`src/rtl/ula_ctrl.sv`:
```
// ula_ctrl: sequencing controller for the 8-bit ULA (register file, operand staging, write-back).
// Optional feature macro ULA_CTRL_FASTREAD_EN: fetch operands at accept and skip the READ state.
module ula_ctrl #(
  parameter int EXEC_CYCLES = 1
) (
  input  logic       clk,
  input  logic       rst_n,
  input  logic       instr_valid,
  output logic       instr_ready,
  input  logic [3:0] instr_op,
  input  logic [1:0] instr_ra,
  input  logic [1:0] instr_rb,
  input  logic       ld_en,
  input  logic [1:0] ld_idx,
  input  logic [7:0] ld_data,
  output logic [7:0] ula_a,
  output logic [7:0] ula_b,
  output logic [3:0] ula_select,
  input  logic [7:0] ula_s,
  output logic       done,
  output logic       illegal,
  output logic       zero,
  input  logic [1:0] dbg_sel,
  output logic [7:0] dbg_data
);
  typedef enum logic [1:0] {IDLE, READ, EXEC, WRITE} state_t;
  localparam logic [3:0] LAST = 4'(EXEC_CYCLES - 1);
  localparam logic [3:0] OP_MAX = 4'd9;
  state_t          state_q, state_d;
  logic [3:0][7:0] r_q, r_d;
  logic [7:0]      a_q, a_d, b_q, b_d, res_q, res_d;
  logic [3:0]      sel_q, sel_d, cnt_q, cnt_d;
  logic [1:0]      ra_q, ra_d;
  logic            done_q, done_d, ill_q, ill_d, zero_q, zero_d;
`ifndef ULA_CTRL_FASTREAD_EN
  logic [3:0]      op_q, op_d;
  logic [1:0]      rb_q, rb_d;
`endif
  assign instr_ready = (state_q == IDLE) && !ld_en;
  assign ula_a       = a_q;
  assign ula_b       = b_q;
  assign ula_select  = sel_q;
  assign done        = done_q;
  assign illegal     = ill_q;
  assign zero        = zero_q;
  assign dbg_data    = r_q[dbg_sel];
  // next-state: loads and accepts in IDLE, operand staging, exec countdown, write-back
  always_comb begin
    state_d = state_q;
    r_d     = r_q;
    a_d     = a_q;
    b_d     = b_q;
    sel_d   = sel_q;
    res_d   = res_q;
    cnt_d   = cnt_q;
    ra_d    = ra_q;
    zero_d  = zero_q;
    done_d  = 1'b0;
    ill_d   = 1'b0;
`ifndef ULA_CTRL_FASTREAD_EN
    op_d    = op_q;
    rb_d    = rb_q;
`endif
    case (state_q)
      IDLE: begin
        if (ld_en) begin
          r_d[ld_idx] = ld_data;
        end else if (instr_valid) begin
          ra_d = instr_ra;
          if (instr_op > OP_MAX) begin
            ill_d = 1'b1;
          end else begin
`ifdef ULA_CTRL_FASTREAD_EN
            a_d     = r_q[instr_ra];
            b_d     = r_q[instr_rb];
            sel_d   = instr_op;
            cnt_d   = '0;
            state_d = EXEC;
`else
            op_d    = instr_op;
            rb_d    = instr_rb;
            state_d = READ;
`endif
          end
        end
      end
`ifndef ULA_CTRL_FASTREAD_EN
      READ: begin
        a_d     = r_q[ra_q];
        b_d     = r_q[rb_q];
        sel_d   = op_q;
        cnt_d   = '0;
        state_d = EXEC;
      end
`endif
      EXEC: begin
        cnt_d = cnt_q + 4'd1;
        if (cnt_q == LAST) begin
          res_d   = ula_s;
          state_d = WRITE;
        end
      end
      WRITE: begin
        r_d[ra_q] = res_q;
        zero_d    = (res_q == 8'h00);
        done_d    = 1'b1;
        state_d   = IDLE;
      end
      default: state_d = IDLE;
    endcase
  end
  // state and datapath registers; reset discards any pending write-back
  always_ff @(posedge clk or negedge rst_n) begin
    if (!rst_n) begin
      state_q <= IDLE;
      r_q     <= '0;
      a_q     <= '0;
      b_q     <= '0;
      sel_q   <= '0;
      res_q   <= '0;
      cnt_q   <= '0;
      ra_q    <= '0;
      zero_q  <= 1'b0;
      done_q  <= 1'b0;
      ill_q   <= 1'b0;
`ifndef ULA_CTRL_FASTREAD_EN
      op_q    <= '0;
      rb_q    <= '0;
`endif
    end else begin
      state_q <= state_d;
      r_q     <= r_d;
      a_q     <= a_d;
      b_q     <= b_d;
      sel_q   <= sel_d;
      res_q   <= res_d;
      cnt_q   <= cnt_d;
      ra_q    <= ra_d;
      zero_q  <= zero_d;
      done_q  <= done_d;
      ill_q   <= ill_d;
`ifndef ULA_CTRL_FASTREAD_EN
      op_q    <= op_d;
      rb_q    <= rb_d;
`endif
    end
  end
endmodule

```
`config.mk`:
```
export PLATFORM = sky130hd
export DESIGN_NAME = ula_ctrl
export DESIGN_NICKNAME = d
export VERILOG_FILES = /design/src/rtl/ula_ctrl.sv
export SDC_FILE = /design/constraint.sdc
export NUM_CORES = 1
export LEC_CHECK = 0
export BUFFER_PORTS_ARGS = -buffer_cell sky130_fd_sc_hd__buf_2
export CAP_MARGIN = 20
export CORE_MARGIN = 1
export CORE_UTILIZATION = 24
export CTS_CLUSTER_SIZE = 28
export DETAILED_ROUTE_END_ITERATION = 16
export SETUP_SLACK_MARGIN = 0.05
export SLEW_MARGIN = 20
export SYNTH_ARGS = -nofsm -noshare
export SYNTH_HDL_FRONTEND = slang
export SYNTH_SLANG_ARGS = --single-unit
```
`constraint.sdc`:
```
create_clock -name clk -period 1.88 [get_ports clk]
set_input_delay 0.094 -clock clk [delete_from_list [all_inputs] [get_ports clk]]
set_output_delay 0.094 -clock clk [all_outputs]
set_load 0.1 [all_outputs]
```
==> results_tabular.tex <==
\begin{tabular}{lr}
\hline
Metric & Value \\
\hline
\multicolumn{2}{l}{\textbf{Timing}} \\
\quad Final clock skew & 0.00559 ns \\
\quad Final-report hold violation count & 0 \\
\quad Unrepaired setup endpoints after global routing & yes \\
\quad Number of max-slew violations in the final report & 0 \\
\quad Measured slew at the worst slew-check pin & 0.581 ns \\
\quad Final period util & 94.3\% \\
\quad Fmax & 564 MHz \\
\quad Time the worst path needs with I/O delays and setup & 1.77 ns \\
\quad Worst-case headroom to the max-slew limit & 61.3\% \\
\quad Setup-violating endpoint count in the final report & 0 \\
\multicolumn{2}{l}{\textbf{Synth}} \\
\quad Share of synthesized area occupied by flip-flops and latches & 49.5\% \\
\quad Share of cell area taken by muxes after synthesis & 25.1\% \\
\quad Dominant cells by area after synthesis & sky130\_fd\_sc\_hd\_\_dfrtp\_1 50\%, sky130\_fd\_sc\_hd\_\_mux4\_2 14\%, sky130\_fd\_sc\_hd\_\_mux2\_2 11\% \\
\quad Main combinational cell family by area after synthesis & multiplexers \\
\quad Simple-gate share of the synthesized area & 4.44\% \\
\quad Flop and latch count out of synthesis & 77 \\
\quad Synthesized instance count & 273 \\
\quad Compound-gate portion of the synthesized area & 16.4\% \\
\quad Most area-hungry cell type in the Yosys netlist & sky130\_fd\_sc\_hd\_\_dfrtp\_1 \\
\quad Post-synthesis xor/xnor area fraction & 0\% \\
\quad Synth top area share & 49.5\% \\
\quad Average cell area after synthesis & 14.2 sq um \\
\quad Synthesized Nets & 311 \\
\quad Count of distinct cell types in the synthesized netlist & 32 \\
\quad Adder-Cell Fraction of Synth Area & 1.93\% \\
\quad Warnings, synthesis & 0 \\
\quad Syn Std Cell Area & 0.00389 sq mm \\
\multicolumn{2}{l}{\textbf{Global route}} \\
\quad Via count of the first global-routing pass & 3082 \\
\quad Pin count of the biggest net entering global routing & 45 \\
\quad Wire length of the first global-routing pass & 16900 um \\
\quad Global router's overall resource usage & 13.7\% \\
\quad Remaining global-route overflow & 0 \\
\quad Antenna violations before repair & 2 \\
\multicolumn{2}{l}{\textbf{Route}} \\
\quad DRT iter0 DRCs & 204 \\
\quad Wirelength, routed & 10500 um \\
\quad Detail-routed net length per standard cell & 17.9 um \\
\quad First-pass iteration count of the detailed router & 5 \\
\quad Total vias in the final route & 2914 \\
\quad Detail-routed via count per cell & 4.96 \\
\quad Number of nets with antenna violations after routing & 0 \\
\quad DRC Markers & 0 \\
\multicolumn{2}{l}{\textbf{Hold path}} \\
\quad Hold path startpoint & ula\_s[0] \\
\quad Worst hold path type & primary input to flop \\
\multicolumn{2}{l}{\textbf{Critical path}} \\
\quad Required time at the endpoint of the critical path & 2.10 ns \\
\quad Kind of end point of the critical path & flop \\
\quad Crit path from & cnt\_q[0] \\
\quad Worst Path Max Fanout & 3 \\
\quad Launching point of the worst reg2reg path & cnt\_q[0] \\
\quad Minimum setup slack among reg-to-reg paths & 0.11 ns \\
\quad Critical path class & flop to flop \\
\quad Nature of the critical path startpoint & flop \\
\quad Critical Path AT & 1.99 ns \\
\multicolumn{2}{l}{\textbf{Outcome}} \\
\quad Result of the run & completed \\
\multicolumn{2}{l}{\textbf{Placed design}} \\
\quad Post-DP Area & 0.00469 sq mm \\
\quad Port Buf Inserts & 63 \\
\quad Final RePlAce weighted congestion & 0.789 \\
\quad Detail Placement HPWL & 7710 um \\
\multicolumn{2}{l}{\textbf{Floorplanning}} \\
\quad Die Height & 129 um \\
\quad Row cnt & 46 \\
\quad Floorplan Core Area & 0.0158 sq mm \\
\quad Horizontal extent of the die & 129 um \\
\quad Starting utilization of the core area & 24.6\% \\
\quad I/O Pins & 64 \\
\quad Area of the die & 0.0167 sq mm \\
\multicolumn{2}{l}{\textbf{Cells and area}} \\
\quad Cell area after layout & 0.00510 sq mm \\
\quad Area delta synth->final & 31.1\% \\
\quad Fillers & 1550 \\
\quad Share of post-route cells with drive strength above 1 & 48.5\% \\
\quad Layout net count & 405 \\
\multicolumn{2}{l}{\textbf{Clock tree}} \\
\quad Maximum root-to-sink buffer count & 2 \\
\quad Clock Root Buffer & sky130\_fd\_sc\_hd\_\_clkbuf\_16 \\
\quad TritonCTS clock tree & done \\
\quad Number of clock sinks seen by CTS & 77 \\
\quad Number of buffers inserted during clock tree synthesis & 9 \\
\quad Deepest level of the CTS H-tree & 3 \\
\quad Later-pin clock latency in the skew report & 0.34 ns \\
\quad CTS clock-pin slew for the worst setup and hold paths & 0.06 ns \\
\multicolumn{2}{l}{\textbf{Flow run}} \\
\quad Reported max-cap violation count & 0 \\
\hline
\end{tabular}
==> layer usage <==
metal	part of all wire [%]	wire length, um	GRT usage [%]	up-vias
met5	0.12	13	0	-
met4	2.4	252	6.92	2
met3	6.9	721	3.67	22
met2	47	4980	20.9	113
met1	43	4550	18.0	1487
li1	-	-	-	1290
==> layout by cell type, fill, tap and decap left out, types with 2 or more instances in the layout <==
| master | Yosys | routed |
|---|---|---|
| sky130_fd_sc_hd__nor3b_2 | 3 | 3 |
| sky130_fd_sc_hd__buf_2 | 6 | 61 |
| sky130_fd_sc_hd__clkbuf_16 | 0 | 9 |
| sky130_fd_sc_hd__nand2b_1 | 2 | 2 |
| sky130_fd_sc_hd__o2bb2ai_1 | 33 | 33 |
| sky130_fd_sc_hd__clkinv_2 | 0 | 2 |
| sky130_fd_sc_hd__dfrtp_1 | 77 | 77 |
| sky130_fd_sc_hd__ha_1 | 6 | 5 |
| sky130_fd_sc_hd__buf_4 | 1 | 22 |
| sky130_fd_sc_hd__nor4_1 | 2 | 2 |
| sky130_fd_sc_hd__a22oi_1 | 32 | 32 |
| sky130_fd_sc_hd__clkinvlp_4 | 0 | 2 |
| sky130_fd_sc_hd__and3b_1 | 3 | 3 |
| sky130_fd_sc_hd__mux2_2 | 37 | 37 |
| sky130_fd_sc_hd__mux4_2 | 24 | 24 |
| sky130_fd_sc_hd__o21ai_2 | 4 | 3 |
| sky130_fd_sc_hd__nor2_1 | 3 | 3 |
| sky130_fd_sc_hd__buf_12 | 0 | 6 |
| sky130_fd_sc_hd__and3_1 | 2 | 2 |
| sky130_fd_sc_hd__o21ai_0 | 5 | 5 |
| sky130_fd_sc_hd__nand3_1 | 3 | 2 |
| sky130_fd_sc_hd__dlygate4sd3_1 | 0 | 11 |
| sky130_fd_sc_hd__inv_1 | 7 | 6 |
==> path summary, 6_finish.rpt <==
kind                         endpoint  cells after the start
setup / recovery           state_q[1]                      5
max in group asynchronous     r_q[23]                      3
min in group asynchronous     r_q[10]                      2
hold / removal               res_q[0]                      2
setup reg to reg           state_q[1]                      5
hold reg to reg              ula_a[7]                      1
==> cells in the mapped netlist <==
library cell                count
sky130_fd_sc_hd__o21ai_0        5
sky130_fd_sc_hd__ha_1           6
sky130_fd_sc_hd__o21ai_2        4
sky130_fd_sc_hd__mux2_2        37
sky130_fd_sc_hd__buf_4          1
sky130_fd_sc_hd__or3b_4         1
sky130_fd_sc_hd__buf_2          6
sky130_fd_sc_hd__nor2_1         3
sky130_fd_sc_hd__nand2_1        1
sky130_fd_sc_hd__nand3b_1       1
sky130_fd_sc_hd__clkbuf_1       8
sky130_fd_sc_hd__a22oi_1       32
sky130_fd_sc_hd__nand2b_1       2
sky130_fd_sc_hd__mux2i_1        2
sky130_fd_sc_hd__o22a_1         1
sky130_fd_sc_hd__nor4_1         2
sky130_fd_sc_hd__nand3_1        3
sky130_fd_sc_hd__inv_1          7
sky130_fd_sc_hd__nor3_2         1
sky130_fd_sc_hd__nor3b_2        3
sky130_fd_sc_hd__a21oi_1        1
sky130_fd_sc_hd__and3_1         2
sky130_fd_sc_hd__mux4_2        24
sky130_fd_sc_hd__buf_1          2
sky130_fd_sc_hd__a22o_1         1
sky130_fd_sc_hd__and3b_1        3
sky130_fd_sc_hd__nor2b_1        1
sky130_fd_sc_hd__dfrtp_1       77
sky130_fd_sc_hd__nor2_2         1
sky130_fd_sc_hd__o2bb2ai_1     33
sky130_fd_sc_hd__o211a_1        1
sky130_fd_sc_hd__a221oi_2       1
==> repair_timing <==
action | 4_1_cts | 5_1_grt
hold buffers | 11 | 0
endpoints found under the setup margin | 0 | 10
buffers inserted | 0 | 1
resized for setup | 0 | 4
hold endpoints to repair | 53 | 0
==> cell families (layout without fill, tap and decap cells) <==
group           count (synthesis)  count (layout)
simple gates                   24              24
mux                            63              63
buf+inv                        24             122
compound gates                 79              79
other cells                     0               1
fa+ha+maj                       6               6
flops                          77              77
==> critical path: stages (launching register included) <==
cell                       delay (ns)
sky130_fd_sc_hd__dfrtp_1         0.40
sky130_fd_sc_hd__inv_2           0.08
sky130_fd_sc_hd__ha_1            0.13
sky130_fd_sc_hd__or3b_4          0.40
sky130_fd_sc_hd__a221oi_4        0.29
sky130_fd_sc_hd__mux2_2          0.36
==> metrics by stage <==
step	setup TNS, ns	worst slack (ns)	hold WS (ns)	util, %	instances
2_1_floorplan	-0.197	-0.0395	-0.202	-	273
3_3_place_gp	0	0.124	0.137	29.6	560
3_5_place_dp	0	0.0743	0.144	29.6	560
4_1_cts	0	0.0686	0.000329	32.0	586
5_1_grt	0	0.0169	0.000874	32.2	587
6_report	0	0.106	0.00873	32.2	588
==> final cells by class <==
class / instances / area (sq um) / share of cell area (%)
timing repair buffer: 100 / 701 / 13.7
multi-input combinational: 172 / 1910 / 37.4
clock inverter: 4 / 25.0 / 0.491
inverter: 7 / 26.3 / 0.515
antenna: 1 / 2.50 / 0.0491
sequential: 77 / 1930 / 37.8
clock buffer: 11 / 243 / 4.76
tap: 216 / 270 / 5.30
==> sequential cells by signal, indices dropped and copies added, names as in the netlist, 4 cells and up <==
register / flops
cnt_q: 4
op_q: 4
r_q: 32
res_q: 8
ula_a: 8
ula_b: 8
ula_select: 4
Power is not shown: default switching activity piles up to over one toggle a cycle in this logic, so the estimate is an artifact.
